$ cat src/rtl/wide_add_sequencer_pkg.sv
// wide_add_sequencer_pkg
//   Shared definitions for the wide add sequencer: FSM state encoding,
//   adder word width and the legal range of the WORDS parameter.
package wide_add_sequencer_pkg;

  localparam int WORD_W    = 16;
  localparam int WORDS_MIN = 2;
  localparam int WORDS_MAX = 8;

  typedef enum logic [1:0] {
    IDLE = 2'd0,
    CALC = 2'd1,
    DONE = 2'd2
  } state_t;

  // True when a WORDS value is inside the supported range.
  function automatic bit words_ok(input int w);
    return (w >= WORDS_MIN) && (w <= WORDS_MAX);
  endfunction

endpackage

$ cat src/rtl/wide_add_sequencer_adder.sv
// carrySkipAdder16
//   16-bit carry-skip adder, four 4-bit ripple blocks. A block whose bits
//   all propagate passes its carry-in straight to the next block.
//   Ports: a, b (16) operands; cin carry in; sum (16); cout carry out.
module carrySkipAdder16 (
  input  logic [15:0] a,
  input  logic [15:0] b,
  input  logic        cin,
  output logic [15:0] sum,
  output logic        cout
);

  always_comb begin
    logic c, bc;
    c   = cin;
    bc  = 1'b0;
    sum = '0;
    for (int g = 0; g < 4; g++) begin
      bc = c;
      for (int i = 0; i < 4; i++) begin
        sum[4*g+i] = a[4*g+i] ^ b[4*g+i] ^ bc;
        bc = (a[4*g+i] & b[4*g+i]) | ((a[4*g+i] ^ b[4*g+i]) & bc);
      end
      // skip path: full-propagate block forwards its incoming carry
      c = (&(a[4*g +: 4] ^ b[4*g +: 4])) ? c : bc;
    end
    cout = c;
  end

endmodule

$ cat src/rtl/wide_add_sequencer.sv
// wide_add_sequencer
//   Multi-precision adder that time-shares one carrySkipAdder16 between two
//   valid/ready requesters (round-robin). Words are added LSW first, one per
//   cycle, with the carry chained through a register.
//   Optional subtract support: define WIDE_ADD_SUB_EN.
//   Ports:
//     clk, rst                    clock, async active-high reset
//     reqN_valid/ready            request handshake, N = 0,1
//     reqN_a, reqN_b (W)          operands, W = 16*WORDS
//     reqN_cin, reqN_sub          carry-in, subtract request
//     rsp_valid/ready             response handshake
//     rsp_sum (W), rsp_cout       result and carry out of the top word
//     rsp_id                      requester that issued the result
//     busy                        high whenever the FSM is not IDLE
module wide_add_sequencer
  import wide_add_sequencer_pkg::*;
#(
  parameter int WORDS = 4
) (
  input  logic                  clk,
  input  logic                  rst,
  input  logic                  req0_valid,
  output logic                  req0_ready,
  input  logic [WORD_W*WORDS-1:0] req0_a,
  input  logic [WORD_W*WORDS-1:0] req0_b,
  input  logic                  req0_cin,
  input  logic                  req0_sub,
  input  logic                  req1_valid,
  output logic                  req1_ready,
  input  logic [WORD_W*WORDS-1:0] req1_a,
  input  logic [WORD_W*WORDS-1:0] req1_b,
  input  logic                  req1_cin,
  input  logic                  req1_sub,
  output logic                  rsp_valid,
  input  logic                  rsp_ready,
  output logic [WORD_W*WORDS-1:0] rsp_sum,
  output logic                  rsp_cout,
  output logic                  rsp_id,
  output logic                  busy
);

  localparam int KW = $clog2(WORDS);

  state_t                         state;
  logic [WORDS-1:0][WORD_W-1:0]   a_r, b_r, sum_r;
  logic [KW-1:0]                  k;
  logic                           carry, last_grant;
  logic                           gnt0, gnt1, sel, accept;
  logic [WORD_W*WORDS-1:0]        acc_a, acc_b;
  logic                           acc_cin;
  logic [WORD_W-1:0]              add_b, add_s;
  logic                           add_co;

  // On a tie the port not granted last wins; gnt0/gnt1 are exclusive.
  assign gnt0       = req0_valid & (~req1_valid | last_grant);
  assign gnt1       = req1_valid & (~req0_valid | ~last_grant);
  assign req0_ready = ~rst & (state == IDLE) & gnt0;
  assign req1_ready = ~rst & (state == IDLE) & gnt1;
  assign accept     = req0_ready | req1_ready;
  assign sel        = req1_ready;

  assign acc_a = sel ? req1_a : req0_a;
  assign acc_b = sel ? req1_b : req0_b;

`ifdef WIDE_ADD_SUB_EN
  logic sub_r, acc_sub;
  assign acc_sub = sel ? req1_sub : req0_sub;
  // a - b = a + ~b + 1: the requested carry-in is replaced by 1
  assign acc_cin = acc_sub | (sel ? req1_cin : req0_cin);
  assign add_b   = sub_r ? ~b_r[k] : b_r[k];

  always_ff @(posedge clk or posedge rst)
    if (rst)                         sub_r <= 1'b0;
    else if (state == IDLE && accept) sub_r <= acc_sub;
`else
  logic unused_sub;
  assign unused_sub = req0_sub | req1_sub;
  assign acc_cin    = sel ? req1_cin : req0_cin;
  assign add_b      = b_r[k];
`endif

  carrySkipAdder16 u_add (
    .a    (a_r[k]),
    .b    (add_b),
    .cin  (carry),
    .sum  (add_s),
    .cout (add_co)
  );

  assign rsp_sum = sum_r;

  always_ff @(posedge clk or posedge rst)
    if (rst) begin
      state      <= IDLE;
      a_r        <= '0;
      b_r        <= '0;
      sum_r      <= '0;
      k          <= '0;
      carry      <= 1'b0;
      last_grant <= 1'b1;
      rsp_valid  <= 1'b0;
      rsp_cout   <= 1'b0;
      rsp_id     <= 1'b0;
      busy       <= 1'b0;
    end else begin
      case (state)
        IDLE: if (accept) begin
          a_r        <= acc_a;
          b_r        <= acc_b;
          carry      <= acc_cin;
          rsp_id     <= sel;
          last_grant <= sel;
          k          <= '0;
          busy       <= 1'b1;
          state      <= CALC;
        end
        CALC: begin
          sum_r[k] <= add_s;
          carry    <= add_co;
          k        <= k + KW'(1);
          if (k == KW'(WORDS-1)) begin
            rsp_cout  <= add_co;
            rsp_valid <= 1'b1;
            state     <= DONE;
          end
        end
        DONE: if (rsp_ready) begin
          rsp_valid <= 1'b0;
          busy      <= 1'b0;
          state     <= IDLE;
        end
        default: state <= IDLE;
      endcase
    end

endmodule

$ cat config.mk
export PLATFORM = sky130hd
export DESIGN_NAME = wide_add_sequencer
export DESIGN_NICKNAME = d
export VERILOG_FILES = /design/src/rtl/wide_add_sequencer_pkg.sv /design/src/rtl/wide_add_sequencer_adder.sv /design/src/rtl/wide_add_sequencer.sv
export SDC_FILE = /design/constraint.sdc
export NUM_CORES = 1
export LEC_CHECK = 0
export ABC_AREA = 1
export BUFFER_PORTS_ARGS = -buffer_cell sky130_fd_sc_hd__buf_4
export CAP_MARGIN = 0
export CORE_ASPECT_RATIO = 1.5
export CORE_MARGIN = 10
export CORE_UTILIZATION = 40
export DETAILED_ROUTE_END_ITERATION = 12
export PLACE_DENSITY = 0.68
export SYNTH_ARGS = -nofsm -noshare
export SYNTH_HDL_FRONTEND = slang
export SYNTH_HIERARCHICAL = 1
export SYNTH_SLANG_ARGS = --single-unit
$ cat constraint.sdc
create_clock -name clk -period 8.34 [get_ports clk]
set_input_delay 1.668 -clock clk [delete_from_list [all_inputs] [get_ports clk]]
set_output_delay 1.668 -clock clk [all_outputs]
set_load 0.05 [all_outputs]
==> metrics.txt, run 1 <==
placed cells 1,950; CTS tree yes; Critical Path End Type register; Post-synth EDFFs 0; #FFs+latches synth 202; clock skew 0.0132 ns; DR iter-0 viols 653; Hold Buf Count CTS 0; Post-Syn Area per Cell 7.94 µm²; DP Area 13,400 µm²; Critical Path AT 8.36 ns; final core utilization 53.2%; maximum clock path buffer count 3; CP delay by family, top adder cells; Unique masters post-synth 30; cell accounting for the most synthesized area dfrtp_1; CTS sink cnt 202; crit path launch type register; dpl hpwl 26,600 µm; Mapped Area 10,700 µm²; RSZ-0062 raised after global routing no; Final period util 95.5%; area of the multi-input gates 4650 µm²; DRT Pass-1 Iters 5; # DRC 0; Pwr Total 6020 µW; Worst slew margin 23.4%; Max Slew Vio Count 0; gpl congestion 0.873; number of global-route vias before repair 9,558; status finished, final reports clean; Synth Net Count 1,649; IO buf count 332; pwr dens 427 nW/µm²; share of cells above drive strength 1 25.0%; CP bufs+invs 6; sequential cell area 5060 µm²; top post-synthesis cells by area dfrtp_1 47%, nand2_1 17%, o211ai_1 9.0%, o21ai_0 6.3%, inv_1 5.7%; H-tree Lvls 1; max cap viols 0; initial antenna violation count 0; critical path type reg -> reg; leakage 0.00748 µW; Max Clock Freq 126 MHz; Core ar. 26,500 µm²; full die area 33,800 µm²; Worst path slowest cell dfrtp_2; Synth Warn # 6; post-synth top area share 47.0%; first-pass GRT wire length 52,700 µm; die height 220 µm; Min-Delay Path Class reg -> reg; Final nets 1,937; top_reg_cell synth dfrtp_1; Design Area, Final 14,100 µm²; Root Driver clkbuf_16; IR drop worst, VDD 302 µV; CP peak stage delay 0.45 ns; Critical Path Fanout Max 10; Post-synth ARST share 100%; area grow syn2layout 31.7%; I/O pins 335; Clk pin slew, worst setup/hold paths 0.06 ns; Total GRT Usage 19.1%; Hold Startpoint b_r[31]$_DFFE_PP0P_; sequential-to-total area share from yosys stat 47.2%; total number of vias 9,717; routed len/inst 17.1 µm; Final setup viols 0; Crit Reg-Reg Startpoint k[0]$_DFFE_PP0P_; Routed WL 34,000 µm; cells after synthesis 1,348; Die X 154 µm; pin count of the biggest net entering global routing 112; grt ovf 0; # rows 73; filler cell count 2,528; Routed Antenna Nets 0; n_diodes 0; critical path startpoint k[0]$_DFFE_PP0P_; TritonCTS buffer count 20; non-filler cells, final 1,986; clk_lat worst skew 0.50 ns; Initial Util 40.4%; routed vias/inst 4.89; post-layout min period 7.96 ns; Hold Fails Final Rpt 0; CP required 8.74 ns; Worst-Margin Slew 1.15 ns; final setup TNS 0 ns; Worst R2R Setup Slack 0.38 ns
==> tightest hold or removal path: cells and delay by family (launching register included) <==
family	cells	cell delay, ns
flops	1	0.34
simple gates	2	0.10
==> synth_stat cells (all sizes together), types with 2 or more instances <==
| cell | count |
|---|---|
| dfrtp | 201 |
| o22ai | 32 |
| and2 | 2 |
| o21bai | 2 |
| fa | 16 |
| o21ai | 136 |
| buf | 55 |
| nand3 | 6 |
| nand2 | 476 |
| clkbuf | 33 |
| ha | 20 |
| or2 | 2 |
| o211ai | 128 |
| inv | 163 |
| nor2 | 72 |
==> routing by layer <==
| layer | global-route usage [%] | vias to the layer above | share of wire [%] |
|---|---|---|---|
| met4 | 4.10 | 0 | 1.5 |
| li1 | - | 4903 | - |
| met1 | 24.0 | 4467 | 41 |
| met5 | 0 | - | 0 |
| met2 | 33.9 | 314 | 52 |
| met3 | 3.32 | 33 | 5.7 |
==> metrics by stage <==
step / hold slack, ns / setup WS (ns)
global placement: 0.459 / 0.0790
CTS: 0.479 / 0.0402
finish: 0.477 / 0.376
global route: 0.494 / 0.0343
detailed placement: 0.462 / -0.0938
floorplan: 0.444 / 0.0591
==> registers in the layout (all words and copies together), names as in the netlist <==
name	count
state	2
last_grant	1
carry	1
a_r	64
rsp_valid	1
busy	1
rsp_cout	1
rsp_id	1
k	2
b_r	64
rsp_sum	64
==> cells in the final DEF (no fill, tap or decap), types with 2 or more instances in the layout <==
cell type,instances
nand3_2,2
dfrtp_1,199
clkinvlp_4,2
nand3_1,4
nor2_1,67
dfrtp_2,2
clkinv_2,4
buf_4,354
fa_2,8
clkbuf_1,4
bufinv_16,3
o22ai_1,31
nor2_2,3
o21ai_0,128
inv_1,161
o211ai_1,128
ha_1,20
o21ai_1,7
fa_1,8
clkbuf_16,21
clkbuf_8,2
nand2_1,475
==> final timing paths <==
path,to,depth (start not counted)
setup / recovery,rsp_sum[31]$_DFFE_PP0P_,31
hold / removal,b_r[31]$_DFFE_PP0P_,2
setup reg to reg,rsp_sum[31]$_DFFE_PP0P_,31
hold reg to reg,b_r[31]$_DFFE_PP0P_,2
max in group asynchronous,b_r[62]$_DFFE_PP0P_,4
min in group asynchronous,rsp_sum[33]$_DFFE_PP0P_,3
==> cells by family (layout without fill, tap and decap cells) <==
logic type               after synthesis  count (layout)  synth area share [%]
AO/OA/AOI/OAI                        299             299                  17.5
multiplexers                           1               1                 0.105
flip-flops                           202             202                  47.2
buffers and inverters                251             552                  9.67
AND/OR/NAND/NOR                      559             559                  20.2
adder cells (fa/ha/maj)               36              36                  5.33
==> area by class of cell <==
cell class	instances	area share, %
clock buffer	27	4.03
clock inverter	8	0.835
inverter	163	4.39
multi-input combinational	895	33.0
sequential	202	35.9
tap	337	2.99
timing repair buffer	354	18.9
==> report_power, final <==
group	leakage [µW]	total, µW	switching (µW)	internal (µW)
combinational	0.00461	3350	2270	1080
sequential	0.00253	1720	280	1440
clock	0.000336	942	371	571
total	0.00748	6020	2920	3090
==> repair_timing <==
action | 4_1_cts | 5_1_grt
setup endpoints to repair | 4 | 6
pin swaps | 0 | 2
endpoints found under the hold margin | 0 | 0
gates resized for setup | 3 | 15
setup buffers | 1 | 0
Note: power is estimated with default switching activity, not from simulation.
==> inputs of run 2 (changes only) <==
--- a/config.mk
+++ b/config.mk
@@ -10,9 +10,9 @@
 export CAP_MARGIN = 0
 export CORE_ASPECT_RATIO = 1.5
 export CORE_MARGIN = 10
-export CORE_UTILIZATION = 40
+export CORE_UTILIZATION = 47
 export DETAILED_ROUTE_END_ITERATION = 12
-export PLACE_DENSITY = 0.68
+export PLACE_DENSITY = 0.77
 export SYNTH_ARGS = -nofsm -noshare
 export SYNTH_HDL_FRONTEND = slang
 export SYNTH_HIERARCHICAL = 1
==> run 2 against run 1 <==
Worst hold slack about the same. Via count increased by 2.0%. Sequential power about the same. Die area decreased by 13%. Critical path depth unchanged. Non-clock buffer count increased by 5. Flip-flop and latch count unchanged. Critical endpoint unchanged.
==> metrics.txt, run 2 (same netlist as run 1, synthesis figures left out) <==
total number of vias 9,912 (+2.0%); CTS sink cnt 202 (unchanged); Worst-Margin Slew 1.07 ns (-0.0731 ns); Critical Path End Type register; TritonCTS buffer count 19 (-5.0%); DR iter-0 viols 665 (+1.8%); Hold Fails Final Rpt 0 (unchanged); Initial Util 47.8% (+7.4 points); CP required 8.72 ns (-0.02 ns); # rows 67 (-8.2%); Root Driver clkbuf_16; commonest non-fill, non-tap cell in the layout nand2_1; Core ar. 22,400 µm² (-15%); most frequent cells in the layout 475 x nand2_1, 359 x buf_4, 200 x dfrtp_1; sequential cell area 5060 µm² (about the same); area of the multi-input gates 4670 µm² (+0.38%); full die area 29,300 µm² (-13%); maximum clock path buffer count 3 (unchanged); dpl hpwl 26,200 µm (-1.7%); post-layout min period 8.07 ns (+0.103 ns); Design Area, Final 14,000 µm² (-0.55%); Max Clock Freq 124 MHz (-1.3%); first-pass GRT wire length 52,100 µm (-1.1%); Critical Path AT 8.44 ns (+0.08 ns); filler cell count 1,955 (-23%); Pwr Total 6010 µW (about the same); clock skew 0.0141 ns (+0.000879 ns); pin count of the biggest net entering global routing 115 (+2.7%); I/O pins 335 (unchanged); IR drop worst, VDD 201 µV (-33%); grt ovf 0 (unchanged); DP Area 13,300 µm² (-0.40%); Die X 143 µm (-6.7%); Max Slew Vio Count 0 (unchanged); Routed WL 34,000 µm (+0.11%); CP peak stage delay 0.46 ns (about the same); routed len/inst 17.7 µm (+3.1%); DRT Pass-1 Iters 5 (unchanged); Critical Path Fanout Max 7 (-3); number of global-route vias before repair 9,807 (+2.6%); max cap viols 0 (unchanged); Final nets 1,941 (+0.21%); H-tree Lvls 1 (unchanged); clk_lat worst skew 0.48 ns (-0.02 ns); die height 205 µm (-7.0%); routed vias/inst 5.14 (+5.1%); Clk pin slew, worst setup/hold paths 0.06 ns (about the same); share of cells above drive strength 1 25.6% (+0.56 points); initial antenna violation count 0 (unchanged); n_diodes 0 (unchanged); pwr dens 429 nW/µm² (+0.54%); critical path type reg -> reg; leakage 0.00748 µW (about the same); Worst path slowest cell dfrtp_2; Routed Antenna Nets 0 (unchanged); gpl congestion 0.901 (+3.3%); status finished, final reports clean; area grow syn2layout 30.9%; Final setup viols 0 (unchanged); IO buf count 332 (unchanged); Total GRT Usage 22.3% (+3.1 points); Final period util 96.7% (+1.2 points); crit path launch type register; Worst slew margin 28.2% (+4.9 points); Hold Buf Count CTS 0 (unchanged); CTS tree yes; # DRC 0 (unchanged); Min-Delay Path Class reg -> reg
[run 2: path summary, 6_finish.rpt]
| path | startpoint | to | cells past startpoint | slack, ns |
|---|---|---|---|---|
| worst max-delay path | k[0]$_DFFE_PP0P_ | rsp_sum[31]$_DFFE_PP0P_ | 31 | 0.27 |
| min in group asynchronous | rst | rsp_sum[32]$_DFFE_PP0P_ | 3 | 1.37 |
| worst min-delay path | a_r[43]$_DFFE_PP0P_ | a_r[43]$_DFFE_PP0P_ | 2 | 0.48 |
| worst max register to register | k[0]$_DFFE_PP0P_ | rsp_sum[31]$_DFFE_PP0P_ | 31 | 0.27 |
| worst min register to register | a_r[43]$_DFFE_PP0P_ | a_r[43]$_DFFE_PP0P_ | 2 | 0.48 |
| max in group asynchronous | rst | b_r[36]$_DFFE_PP0P_ | 4 | 5.55 |
[run 2: layer usage]
metal	up-vias	global-route usage, %	routed length, µm
li1	4899	-	-
met1	4618	27.7	13700
met2	339	37.7	16900
met3	56	4.89	2500
met4	0	6.88	933
met5	-	0	0
[run 2: critical path: cells and delay by family (launching register included)]
kind            cells  cell delay, ns
compound gates      4            0.53
fa+ha+maj          16            5.65
buf+inv             6            0.52
flops               1            0.46
simple gates        5            0.81
[run 2: timing repair]
action | 4_1_cts | 5_1_grt
setup buffers | 3 | 0
resized for setup | 8 | 16
pin swaps | 1 | 0
endpoints found under the hold margin | 0 | 0
setup endpoints to repair | 5 | 6
[run 2: through the flow]
stage | instances | hold WS [ns] | TNS (ns) | worst slack, ns | util [%]
global route | 1928 | 0.495 | -0.0403 | -0.0211 | 62.6
floorplan | 1348 | 0.444 | 0 | 0.0591 | -
CTS | 1928 | 0.479 | 0 | 0.0370 | 62.5
detailed placement | 1892 | 0.462 | -0.868 | -0.229 | 59.5
finish | 1928 | 0.477 | 0 | 0.273 | 62.6
global placement | 1892 | 0.456 | -0.00384 | -0.00234 | 59.5
[run 2: cell type report]
cell class	count	area share (%)
inverters	163	4.41
flip-flops and latches	202	36.1
well taps	276	2.46
repair buffers	359	19.2
clock inverters	8	0.732
multi-input cells	895	33.3
clock buffers	25	3.77
[run 2: where the power goes]
group / internal [µW] / leakage [µW] / switching, µW
logic: 1110 / 0.00464 / 2300
registers: 1440 / 0.00254 / 282
clock network: 511 / 0.000304 / 367
total: 3060 / 0.00748 / 2950
==> inputs of run 3 (changes only) <==
--- a/config.mk
+++ b/config.mk
@@ -6,13 +6,13 @@
 export NUM_CORES = 1
 export LEC_CHECK = 0
 export ABC_AREA = 1
-export BUFFER_PORTS_ARGS = -buffer_cell sky130_fd_sc_hd__buf_4
 export CAP_MARGIN = 0
 export CORE_ASPECT_RATIO = 1.5
 export CORE_MARGIN = 10
-export CORE_UTILIZATION = 47
+export CORE_UTILIZATION = 50
 export DETAILED_ROUTE_END_ITERATION = 12
-export PLACE_DENSITY = 0.77
+export DONT_BUFFER_PORTS = 1
+export PLACE_DENSITY = 0.68
 export SYNTH_ARGS = -nofsm -noshare
 export SYNTH_HDL_FRONTEND = slang
 export SYNTH_HIERARCHICAL = 1
==> run 3 against run 2 <==
First-iteration DRC count rose by 1.7%. Sequential power rose by 32%. Via count fell by 14%. Clock skew fell by 0.00060 ns. Clock power fell by 1%. Non-clock buffer count fell by 337. Die area fell by 5.3%. Fmax fell by 0.12%. Count of clock-buffer cells in the layout rose by 7. Register-to-register slack barely moved. Routed wire length fell by 9.1%. Cell area fell by 18%. Critical endpoint is now rsp_sum[63]$_DFFE_PP0P_. Largest power group unchanged. Highest routed layer unchanged.
==> metrics.txt, run 3 (same netlist as run 1, synthesis figures left out) <==
Core ar. 21,100 µm² (-5.9%); Critical Path End Type register; sequential cell area 5060 µm² (about the same); area of the multi-input gates 4660 µm² (-0.11%); Worst slew margin 17.2% (-11 points); Hold Fails Final Rpt 0 (unchanged); crit path launch type register; # DRC 0 (unchanged); Max Slew Vio Count 0 (unchanged); max cap viols 0 (unchanged); initial antenna violation count 0 (unchanged); pin count of the biggest net entering global routing 137 (+19%); CP required 8.73 ns (about the same); Fin Hold WS 0.475 ns (-0.00136 ns); Initial Util 50.8% (+3.0 points); Critical Path Fanout Max 7 (unchanged); clock skew 0.0135 ns (-0.000603 ns); IR drop worst, VDD 234 µV (+16%); most frequent cells in the layout 474 x nand2_1, 199 x dfrtp_1, 161 x inv_1; final core utilization 54.5% (-8.1 points); post-place setup slack -0.248 ns (-0.0187 ns); first-pass GRT wire length 47,900 µm (-8.0%); Hold Buf Count CTS 0 (unchanged); H-tree Lvls 1 (unchanged); status finished, final reports clean; IO buf count 0 (-100%); DRT Pass-1 Iters 5 (unchanged); critical path startpoint k[0]$_DFFE_PP0P_; I/O pins 335 (unchanged); Worst path slowest cell dfrtp_2; grt ovf 0 (unchanged); R2R cell count 31 (unchanged); area grow syn2layout 7.25%; full die area 27,800 µm² (-5.3%); Crit Reg-Reg Startpoint k[0]$_DFFE_PP0P_; total number of vias 8,544 (-14%); critical path type reg -> reg; CTS tree yes; Final setup viols 0 (unchanged); Routed Antenna Nets 0 (unchanged); Total GRT Usage 21.3% (-0.92 points); Min-Delay Path Class reg -> reg; post-layout min period 8.08 ns (+0.00947 ns); Worst Hold Depth 2 (unchanged); Final nets 1,605 (-17%); Final period util 96.8% (+0.11 points); clk_lat worst skew 0.50 ns (+0.02 ns); dpl hpwl 23,700 µm (-9.3%); placed cells 1,547 (-18%); Critical Path AT 8.47 ns (+0.03 ns); Die X 139 µm (-2.6%); share of cells above drive strength 1 6.22% (-19 points); TritonCTS buffer count 20 (+1); n_diodes 0 (unchanged); filler cell count 1,984 (+1.5%); CP peak stage delay 0.46 ns (about the same); number of global-route vias before repair 8,642 (-12%); PnR worst setup slack 0.263 ns (-0.00947 ns); Root Driver clkbuf_16; pwr dens 493 nW/µm² (+15%); non-filler cells, final 1,586 (-18%); leakage 0.00585 µW (-22%); die height 199 µm (-2.7%); Worst-Margin Slew 1.24 ns (+0.166 ns); commonest non-fill, non-tap cell in the layout nand2_1; # rows 65 (-3.0%); DR iter-0 viols 676 (+1.7%); Clk pin slew, worst setup/hold paths 0.06 ns (about the same); Hold Startpoint b_r[39]$_DFFE_PP0P_; routed vias/inst 5.39 (+4.8%); Routed WL 31,000 µm (-9.1%); routed len/inst 19.5 µm (+11%); maximum clock path buffer count 3 (unchanged); CTS sink cnt 202 (unchanged); RSZ-0062 raised after global routing no; gpl congestion 0.858 (-4.8%); Max Clock Freq 124 MHz (-0.12%)
## run 3: routing by layer
layer  track usage, %  wire [µm]
met5                0          0
met4             5.50        603
met3             6.75       2850
met2             36.1      15300
met1             25.8      12200
## run 3: final cells by class
class	count	area share (%)
flip-flops and latches	202	44.1
well taps	268	2.92
inverters	163	5.38
clock inverters	4	0.174
repair buffers	22	1.55
multi-input cells	895	40.6
clock buffers	32	5.29
## run 3: path summary, 6_finish.rpt
path / slack, ns / endpoint
max in group asynchronous: 5.69 / b_r[33]$_DFFE_PP0P_
worst max-delay path: 0.26 / rsp_sum[63]$_DFFE_PP0P_
worst min register to register: 0.48 / b_r[39]$_DFFE_PP0P_
min in group asynchronous: 1.25 / rsp_sum[2]$_DFFE_PP0P_
worst min-delay path: 0.48 / b_r[39]$_DFFE_PP0P_
worst max register to register: 0.26 / rsp_sum[63]$_DFFE_PP0P_
## run 3: worst max-delay path: cells and delay by family (launching register included)
family | cells | cell delay, ns
adders and majority gates | 16 | 5.64
and+or+nand+nor | 5 | 0.77
buffers and inverters | 6 | 0.54
AOI/OAI and AO/OA | 4 | 0.54
DFF | 1 | 0.46
## run 3: power breakdown
group / total, µW / leakage, µW / switching (µW) / internal, µW
registers: 2270 / 0.00253 / 836 / 1430
clock network: 869 / 0.000311 / 370 / 499
logic: 2520 / 0.00300 / 1670 / 849
## run 3: through the flow
step / cell area (µm²) / TNS [ns] / total power, µW
after detailed placement: 10800 / -0.965 / 4730
after global routing: 11500 / 0 / 6130
final: 11500 / 0 / 5660
after global placement: 10800 / 0 / 4630
after CTS: 11500 / 0 / 5650
after floorplan: 10700 / 0 / 3880
## run 3: what timing repair did
item                       CTS  global route
buffers inserted             3             0
setup endpoints to repair    5             6
pin swaps                    1             0
resized for setup            7            15
